===== src/rtl/gpr_pkg.sv =====
// Shared definitions for the GPR snapshot loader.
//   XLEN       register width in bits
//   NREGS      architectural register count
//   REG_IDX_W  register index width
//   ld_state_e loader FSM encoding (IDLE, LOAD, DONE)
package gpr_pkg;
  localparam int XLEN      = 32;
  localparam int NREGS     = 32;
  localparam int REG_IDX_W = $clog2(NREGS);

  typedef enum logic [1:0] {
    IDLE = 2'd0,
    LOAD = 2'd1,
    DONE = 2'd2
  } ld_state_e;
endpackage


===== src/rtl/gpr_array.sv =====
// GPR storage: NREGS x XLEN registers, two combinational read ports, one
// write port, with x0 hardwired to zero. Also exports the whole array flat.
// Ports:
//   clock, reset          rising-edge clock, async active-low clear
//   i_we/i_waddr/i_wdata  single write port (writes to x0 are dropped)
//   i_rs1_addr/o_rs1_data read port 1 (combinational, no bypass)
//   i_rs2_addr/o_rs2_data read port 2 (combinational, no bypass)
//   o_flat                reg i at [i*XLEN +: XLEN]
module gpr_array
  import gpr_pkg::*;
(
  input  logic                  clock,
  input  logic                  reset,
  input  logic                  i_we,
  input  logic [REG_IDX_W-1:0]  i_waddr,
  input  logic [XLEN-1:0]       i_wdata,
  input  logic [REG_IDX_W-1:0]  i_rs1_addr,
  output logic [XLEN-1:0]       o_rs1_data,
  input  logic [REG_IDX_W-1:0]  i_rs2_addr,
  output logic [XLEN-1:0]       o_rs2_data,
  output logic [XLEN*NREGS-1:0] o_flat
);

  logic [XLEN-1:0] r_mem [NREGS];

  always_ff @(posedge clock or negedge reset) begin
    if (!reset) begin
      for (int i = 0; i < NREGS; i++) r_mem[i] <= '0;
    end else if (i_we && (i_waddr != '0)) begin
      r_mem[i_waddr] <= i_wdata;
    end
  end

  assign o_rs1_data = (i_rs1_addr == '0) ? '0 : r_mem[i_rs1_addr];
  assign o_rs2_data = (i_rs2_addr == '0) ? '0 : r_mem[i_rs2_addr];

  // Entry 0 is never written, so it always exports zero.
  for (genvar g = 0; g < NREGS; g++) begin : g_flat
    assign o_flat[g*XLEN +: XLEN] = r_mem[g];
  end

endmodule


===== src/rtl/gpr_snapshot_loader.sv =====
// Load side of the GPR debug path: restores a 32-entry snapshot streamed one
// word per handshake, and otherwise serves the core's 2R1W register ports.
// Ports:
//   clock, reset                 rising-edge clock, async active-low clear
//   ld_start/ld_abort            begin (IDLE only) / abandon (LOAD only) a load
//   ld_valid/ld_data/ld_ready    snapshot word stream into register ld_idx
//   ld_idx                       register the next accepted word goes to
//   ld_busy                      load in progress, core must stall
//   ld_done                      one-cycle pulse after the last word
//   rs1_*/rs2_*                  combinational read ports
//   wen/waddr/wdata              core writeback, honoured only in IDLE
//   regs_flat                    whole array, reg i at [i*XLEN +: XLEN]
//   dbg_state                    current loader FSM state
//
// Handshake: a word transfers on a rising edge where ld_valid && ld_ready.
// ld_ready is high for the whole LOAD state and does not depend on ld_valid;
// a same-cycle ld_abort suppresses the transfer and the word is lost.
module gpr_snapshot_loader
  import gpr_pkg::*;
(
  input  logic                  clock,
  input  logic                  reset,
  input  logic                  ld_start,
  input  logic                  ld_abort,
  input  logic                  ld_valid,
  input  logic [XLEN-1:0]       ld_data,
  output logic                  ld_ready,
  output logic [REG_IDX_W-1:0]  ld_idx,
  output logic                  ld_busy,
  output logic                  ld_done,
  input  logic [REG_IDX_W-1:0]  rs1_addr,
  output logic [XLEN-1:0]       rs1_data,
  input  logic [REG_IDX_W-1:0]  rs2_addr,
  output logic [XLEN-1:0]       rs2_data,
  input  logic                  wen,
  input  logic [REG_IDX_W-1:0]  waddr,
  input  logic [XLEN-1:0]       wdata,
  output logic [XLEN*NREGS-1:0] regs_flat,
  output ld_state_e             dbg_state
);

  localparam logic [REG_IDX_W-1:0] LAST_IDX = REG_IDX_W'(NREGS - 1);

  ld_state_e            r_state;
  ld_state_e            w_next_state;
  logic [REG_IDX_W-1:0] r_idx;
  logic                 w_hs;
  logic                 w_we;
  logic [REG_IDX_W-1:0] w_waddr;
  logic [XLEN-1:0]      w_wdata;

  always_ff @(posedge clock or negedge reset) begin
    if (!reset) r_state <= IDLE;
    else        r_state <= w_next_state;
  end

  always_comb begin
    w_next_state = r_state;
    ld_ready     = 1'b0;
    ld_busy      = 1'b0;
    ld_done      = 1'b0;
    w_hs         = 1'b0;
    case (r_state)
      IDLE: begin
        if (ld_start) w_next_state = LOAD;
      end
      LOAD: begin
        ld_ready = 1'b1;
        ld_busy  = 1'b1;
        if (ld_abort) begin
          w_next_state = IDLE;
        end else if (ld_valid) begin
          w_hs = 1'b1;
          if (r_idx == LAST_IDX) w_next_state = DONE;
        end
      end
      DONE: begin
        ld_done      = 1'b1;
        ld_busy      = 1'b1;
        w_next_state = IDLE;
      end
      default: w_next_state = IDLE;
    endcase
  end

  // Index restarts on every accepted start; wraps to 0 on the last word.
  always_ff @(posedge clock or negedge reset) begin
    if (!reset) begin
      r_idx <= '0;
    end else if ((r_state == IDLE) && ld_start) begin
      r_idx <= '0;
    end else if (w_hs) begin
      r_idx <= (r_idx == LAST_IDX) ? '0 : r_idx + 1'b1;
    end
  end

  // The array's single write port belongs to the loader in LOAD and to the
  // core in IDLE; nothing writes during DONE.
  always_comb begin
    w_we    = 1'b0;
    w_waddr = waddr;
    w_wdata = wdata;
    if (r_state == LOAD) begin
      w_we    = w_hs;
      w_waddr = r_idx;
      w_wdata = ld_data;
    end else if (r_state == IDLE) begin
      w_we    = wen;
    end
  end

  gpr_array u_array (
    .clock      (clock),
    .reset      (reset),
    .i_we       (w_we),
    .i_waddr    (w_waddr),
    .i_wdata    (w_wdata),
    .i_rs1_addr (rs1_addr),
    .o_rs1_data (rs1_data),
    .i_rs2_addr (rs2_addr),
    .o_rs2_data (rs2_data),
    .o_flat     (regs_flat)
  );

  assign ld_idx    = r_idx;
  assign dbg_state = r_state;

endmodule

===== config.mk =====
export PLATFORM = sky130hd
export DESIGN_NAME = gpr_snapshot_loader
export DESIGN_NICKNAME = d
export VERILOG_FILES = /design/src/rtl/gpr_pkg.sv /design/src/rtl/gpr_array.sv /design/src/rtl/gpr_snapshot_loader.sv
export SDC_FILE = /design/constraint.sdc
export NUM_CORES = 2
export LEC_CHECK = 0
export BUFFER_PORTS_ARGS = -buffer_cell sky130_fd_sc_hd__buf_2
export CAP_MARGIN = 10
export CORE_AREA = 5 5 461 463
export DETAILED_ROUTE_END_ITERATION = 12
export DIE_AREA = 0 0 466 468
export MAX_ROUTING_LAYER = met4
export PLACE_DENSITY = 0.44
export SYNTH_ARGS = -nofsm -noshare
export SYNTH_HDL_FRONTEND = slang
export SYNTH_HIERARCHICAL = 1
export SYNTH_SLANG_ARGS = --single-unit

===== constraint.sdc =====
create_clock -name clock -period 4.9 [get_ports clock]
set_input_delay 0.735 -clock clock [delete_from_list [all_inputs] [get_ports clock]]
set_output_delay 0.735 -clock clock [all_outputs]
set_load 0.01 [all_outputs]

# [After elaboration in Yosys (flattened, before gate mapping)]
# Index checks and enable logic that the tools add are counted.
[word_totals] register_bits=1031 input_bits=85 out_inout_bits=1098 wordCells=87
[op_classes] add_sub_neg=1 n_lt_le_gt_ge=4 n_eq_ne=6 muxes=29 bitwise_logic=3 n_reduce_logical=10
[ops] op="$bwmux W1024" count=1
[ops] op="$bmux W32 S5" count=2
[ops] op="$mux W32" count=8
[ops] op="$demux W32 S5" count=1
[ops] op="$mux W5" count=4
[ops] op="$ge A6 B6 Y1 const B" count=3
[ops] op="$not A5 Y6" count=3
[ops] op="$logic_not A5 Y1" count=2
[ops] op="$mux W1" count=8
[ops] op="$mux W2" count=4
[ops] op="$lt A6 B1 Y1 const B" count=1
[ops] op="$ne A3 B3 Y1 const B" count=2
[ops] op="$add A5 B1 Y5 const B" count=1
[ops] op="$eq A5 B5 Y1 const B" count=1
[ops] op="$reduce_bool A5 Y1" count=1
[ops] op="$pmux W2 S2" count=1
[ops] op="$logic_and A1 B1 Y1" count=3
[ops] op="$reduce_and A3 Y1" count=1
[ops] op="$eq A2 B1 Y1 const B" count=1
[ops] op="$eq A2 B2 Y1 const B" count=1
[ops] op="$logic_not A2 Y1" count=1
[ops] op="$ne A2 B2 Y1 const B" count=1
[ops] op="$reduce_bool A2 Y1" count=1
[ops] op="$reduce_or A2 Y1" count=1

# [Depth between registers and ports, before layout]
[logic_depth] ltp_word=8 ltp_mapped=12 ltp_nobuf=8

# [Cells and area by module]
# The synthesis kept the hierarchy.
[by_module_without_submodules] module="gpr_array" n_inst=1 cells_per_inst=3623 area_each_um2=54461.0 seq_area_each_um2=25624.6
[by_module_without_submodules] module="gpr_snapshot_loader" n_inst=1 cells_per_inst=85 area_each_um2=884.6 seq_area_each_um2=175.2

# [Worst setup path before layout]
# No wires, ideal clock.
[synth_timing] path_type="input -> output" start="input rs2_addr[0]" end="output rs2_data[14]" t_arrival_ns=2.172 required_ns=4.165 path_slack_ns=1.993 cell_stages=7 n_path_buf=4 path_cell_list="buf_2 inv_1 buf_2 buf_2 clkbuf_1 o2111ai_1 a311oi_1"
[synth_via] elab_chain_cells=5 elab_cells_between_ends=6 classes_between="mux: 4; bitwise: 1; reduce/logical: 1"
[synth_lines] element="start, declared" line_no="gpr_snapshot_loader.sv:33" text="input logic [REG_IDX_W-1:0] rs2_addr,"
[synth_lines] element="$not A5 Y6 (implied by the code)" line_no="gpr_array.sv:35" text="assign o_rs2_data = (i_rs2_addr == '0) ? '0 : r_mem[i_rs2_addr];"
[synth_lines] element="$bmux W32 S5" line_no="gpr_array.sv:35"
[synth_lines] element="$mux W32 (implied by the code) (2 in series)" line_no="gpr_array.sv:35"
[synth_lines] element="$mux W32 (*)" line_no="gpr_array.sv:35"
[synth_lines] element="end, declared" line_no="gpr_snapshot_loader.sv:34" text="output logic [XLEN-1:0] rs2_data,"
# Mark *: on every way between the ends. The rest lies on a longest branch, timed or not. The select of a mux whose other input is x is not followed.

# [Worst setup path after layout]
[layout_timing] start="input rs2_addr[0]" end="output rs2_data[29]"
# Same word-level chain as after synthesis.

==> flow_metrics.py <==
metrics = {
    "global_route": {
        "grt_max_degree": 105,
        "grt_antenna_before_repair": 23,
        "grt_pass1_wl_um": 427000,
        "grt_overflow_total": 0,
        "grt_usage_pct": 29.6,
        "grt_pass1_vias": 43500,
    },
    "clocking": {
        "cts_resized": 0,
        "clk_pin_slew_ns": 0.06,
        "clk_latency_ns": 0.80,
        "cts.sinks": 1031,
        "cts_tree": "done",
        "cts_root_buf": "clkbuf_16",
        "clockBufferDepth": 3,
        "htree_levels": 4,
        "numCtsBuffers": 137,
    },
    "critical_path": {
        "worst-path-buf-inv": 3,
        "critPathKind": "in -> out",
        "r2r_slack_ns": 0.86,
        "critPathLaunchType": "primary input",
        "worstPathArrival_ns": 3.79,
        "slowest_delay_ns": 1.17,
        "slowest_stage": "a311oi_1",
        "crit_family": "compound AO/OA/AOI/OAI gates",
        "path_cells": "buf_6 > nor2b_4 > buf_4 > a221oi_1 > o21ai_0 > a311oi_1 > buf_2",
        "crit_path_max_fanout": 31,
        "required_ns": 4.16,
        "cp-end-kind": "output port",
    },
    "route": {
        "vias_per_cell": 5.59,
        "drc": 0,
        "vias": 43100,
        "wl_um": 322000,
        "first_pass_iters": 5,
        "routedWlPerCell_um": 41.8,
        "ant_nets": 0,
        "drt_iter0_markers": 4197,
    },
    "synthesis": {
        "synth_cell_types": 41,
        "synthCells": 3708,
        "seq_area_frac_synth_pct": 46.6,
        "yosys_warnings": 6,
        "synth_enable_flop_cells": 0,
        "syn-num-nets": 3799,
        "synth_xor_area_share_pct": 0,
        "synth_compound_area_share_pct": 4.87,
        "synth_top_family_by_area": "multiplexers",
        "synth_area_sq_mm": 0.0553,
        "synthFlopType": "dfrtp_1",
        "synth.area.mux_share_pct": 42.8,
        "syn_avg_cell_area_sq_um": 14.9,
        "yosys.area_share.adder_pct": 0.136,
        "synth-async-reset-ratio_pct": 100,
        "ys_ff_latch": 1031,
        "synthSimpleGateAreaFrac_pct": 1.80,
    },
    "placement": {
        "gp_congestion": 0.889,
        "dp_hpwl_um": 236000,
        "port_buffers": 1182,
    },
    "pwr": {
        "switching_power_mw": 16.8,
        "p_per_area_mw_per_mm2": 597,
        "p_seq_share_pct": 35.9,
        "combPwrFrac_pct": 38.1,
        "p_int_mw": 25.0,
        "p_leak_nw": 34.0,
        "max-vdd-ir-drop_uv": 406,
        "netSwitchingFraction_pct": 40.3,
        "clockPowerShare_pct": 26.0,
        "power.total_mw": 41.8,
    },
    "timing": {
        "clock-skew-final_ns": 0.0207,
        "fin_crit_ns": 4.53,
        "finalSetupViolations": 0,
        "fin_crit_sh_pct": 92.4,
        "slew_viol_final": 0,
        "finalHoldViolations": 0,
        "worstMarginPinSlew_ns": 1.38,
        "totalNegativeSetupSlack_ns": 0,
        "rsz0062_at_grt": "false",
        "relSlewSlack_pct": 7.07,
        "clock.fmax_mhz": 221,
    },
    "die": {
        "die_area_sq_mm": 0.218,
        "die_h_um": 468,
        "die_x_um": 466,
        "fp.coreArea_sq_mm": 0.208,
        "core.rowCount": 168,
        "start_util_pct": 26.6,
        "ioPinCount": 1183,
    },
    "min_path": {
        "min-delay-path-class": "in -> reg",
    },
    "cells_and_area": {
        "area_delta_synth_final_pct": 26.4,
        "final_nets": 4870,
        "drive_gt1_share_pct": 63.8,
    },
    "outcome": {
        "status": "finished clean",
    },
    "flow_run": {
        "cap_violations": 0,
    },
}
[sequential cells by signal, indices dropped and copies added (netlist names)]
name	count
dbg_state	2
u_array/o_flat	1024
ld_idx	5
[synthesized netlist by cell type (5+ instances only)]
cell type | number | area share, %
o21ai_1 | 9 | 0.081
buf_6 | 6 | 0.12
mux2i_1 | 129 | 2.3
a311oi_1 | 64 | 1.0
a211oi_1 | 64 | 0.87
buf_1 | 15 | 0.10
mux4_2 | 448 | 18
mux2_1 | 59 | 1.2
a22oi_1 | 64 | 0.87
nand2b_1 | 7 | 0.079
buf_4 | 50 | 0.68
o2111ai_1 | 16 | 0.25
nand2_1 | 50 | 0.34
clkbuf_1 | 207 | 1.4
mux2_2 | 1035 | 21
ha_1 | 6 | 0.14
nor2_1 | 22 | 0.15
buf_2 | 158 | 1.4
a21oi_1 | 6 | 0.054
o21ai_0 | 106 | 0.96
a221oi_1 | 48 | 0.76
nand3_1 | 5 | 0.045
nor2b_1 | 73 | 0.83
dfrtp_1 | 1031 | 47
[worst reg2reg max path: stages, from the launching register on]
cell and delay, ns:
dfrtp_1 0.40, inv_1 0.14, ha_4 0.63, mux2_2 0.56
nor2b_1 0.29, nor2b_1 0.58, and3_4 0.63, buf_12 0.27
mux2_2 0.40
[cells in the final DEF, fill, tap and decap left out, drive strengths merged, types with 3 or more instances in the layout]
| cell | instances |
|---|---|
| a211oi | 64 |
| a21oi | 6 |
| a221oi | 48 |
| a22oi | 64 |
| a311oi | 64 |
| and2 | 4 |
| and3 | 4 |
| buf | 1367 |
| bufinv | 14 |
| clkbuf | 206 |
| clkinv | 19 |
| clkinvlp | 6 |
| dfrtp | 1031 |
| diode | 7 |
| ha | 6 |
| inv | 11 |
| mux2 | 1094 |
| mux2i | 129 |
| mux4 | 448 |
| nand2 | 50 |
| nand2b | 7 |
| nand3 | 5 |
| nor2 | 22 |
| nor2b | 73 |
| nor3 | 3 |
| o2111ai | 16 |
| o21ai | 115 |
| or4 | 3 |
[power groups by stage]
stage	clock network, mW	logic (mW)	registers, mW
floorplan	0	6.83	15.1
global placement	0	15.9	15.0
global route	11.4	16.7	15.4
CTS	11.1	16.0	14.9
detailed placement	0	16.0	15.1
finish	10.9	15.9	15.0
[metrics by stage]
| step | cells | worst slack, ns | hold slack [ns] | area, sq um | util, % |
|---|---|---|---|---|---|
| finish | 7704 | 0.375 | 0.279 | 70000 | 33.6 |
| CTS | 7697 | 0.513 | 0.214 | 69900 | 33.6 |
| floorplan | 3708 | 1.99 | 0.439 | 55300 | - |
| global placement | 7443 | 0.467 | 0.404 | 65100 | 31.3 |
| global route | 7702 | 0.331 | 0.264 | 70000 | 33.6 |
| detailed placement | 7444 | 0.524 | 0.407 | 65100 | 31.3 |
[cell families after synthesis]
kind of cell	count (synthesis)
fa+ha+maj	6
mux	1671
buf+inv	440
simple gates	182
compound gates	378
flops	1031
[layout make-up]
| class | count | area, sq um |
|---|---|---|
| clock inverter | 46 | 727 |
| sequential | 1031 | 25800 |
| antenna | 7 | 17.5 |
| clock buffer | 206 | 4070 |
| inverter | 4 | 25.0 |
| fill | 20700 | 138000 |
| multi-input combinational | 2237 | 27800 |
| tap | 2805 | 3510 |
| timing repair buffer | 1368 | 8010 |
[layer usage]
layer / GRT usage, % / vias up / wire length [um]
li1: - / 16700 / -
met1: 37.5 / 23600 / 131000
met2: 44.6 / 2348 / 146000
met3: 9.11 / 437 / 30900
met4: 11.3 / 0 / 14800
met5: - / - / 0
[what timing repair did]
| item | CTS | global route |
|---|---|---|
| endpoints found under the hold margin | 14 | 0 |
| hold buffers | 1 | 0 |
| endpoints found under the setup margin | 0 | 0 |
| buffers inserted | 0 | 0 |
[final timing paths]
check                                   start                   to  depth (start not counted)
hold reg to reg            u_array/o_flat[13]   u_array/o_flat[13]                          0
max in group asynchronous               reset  u_array/o_flat[755]                          3
setup reg to reg                 dbg_state[1]  u_array/o_flat[833]                          8
setup / recovery                  rs2_addr[0]         rs2_data[29]                          7
min in group asynchronous               reset         dbg_state[0]                          2
hold / removal                       ld_abort         dbg_state[1]                          3
No activity file was read; power rests on OpenSTA's default activity.
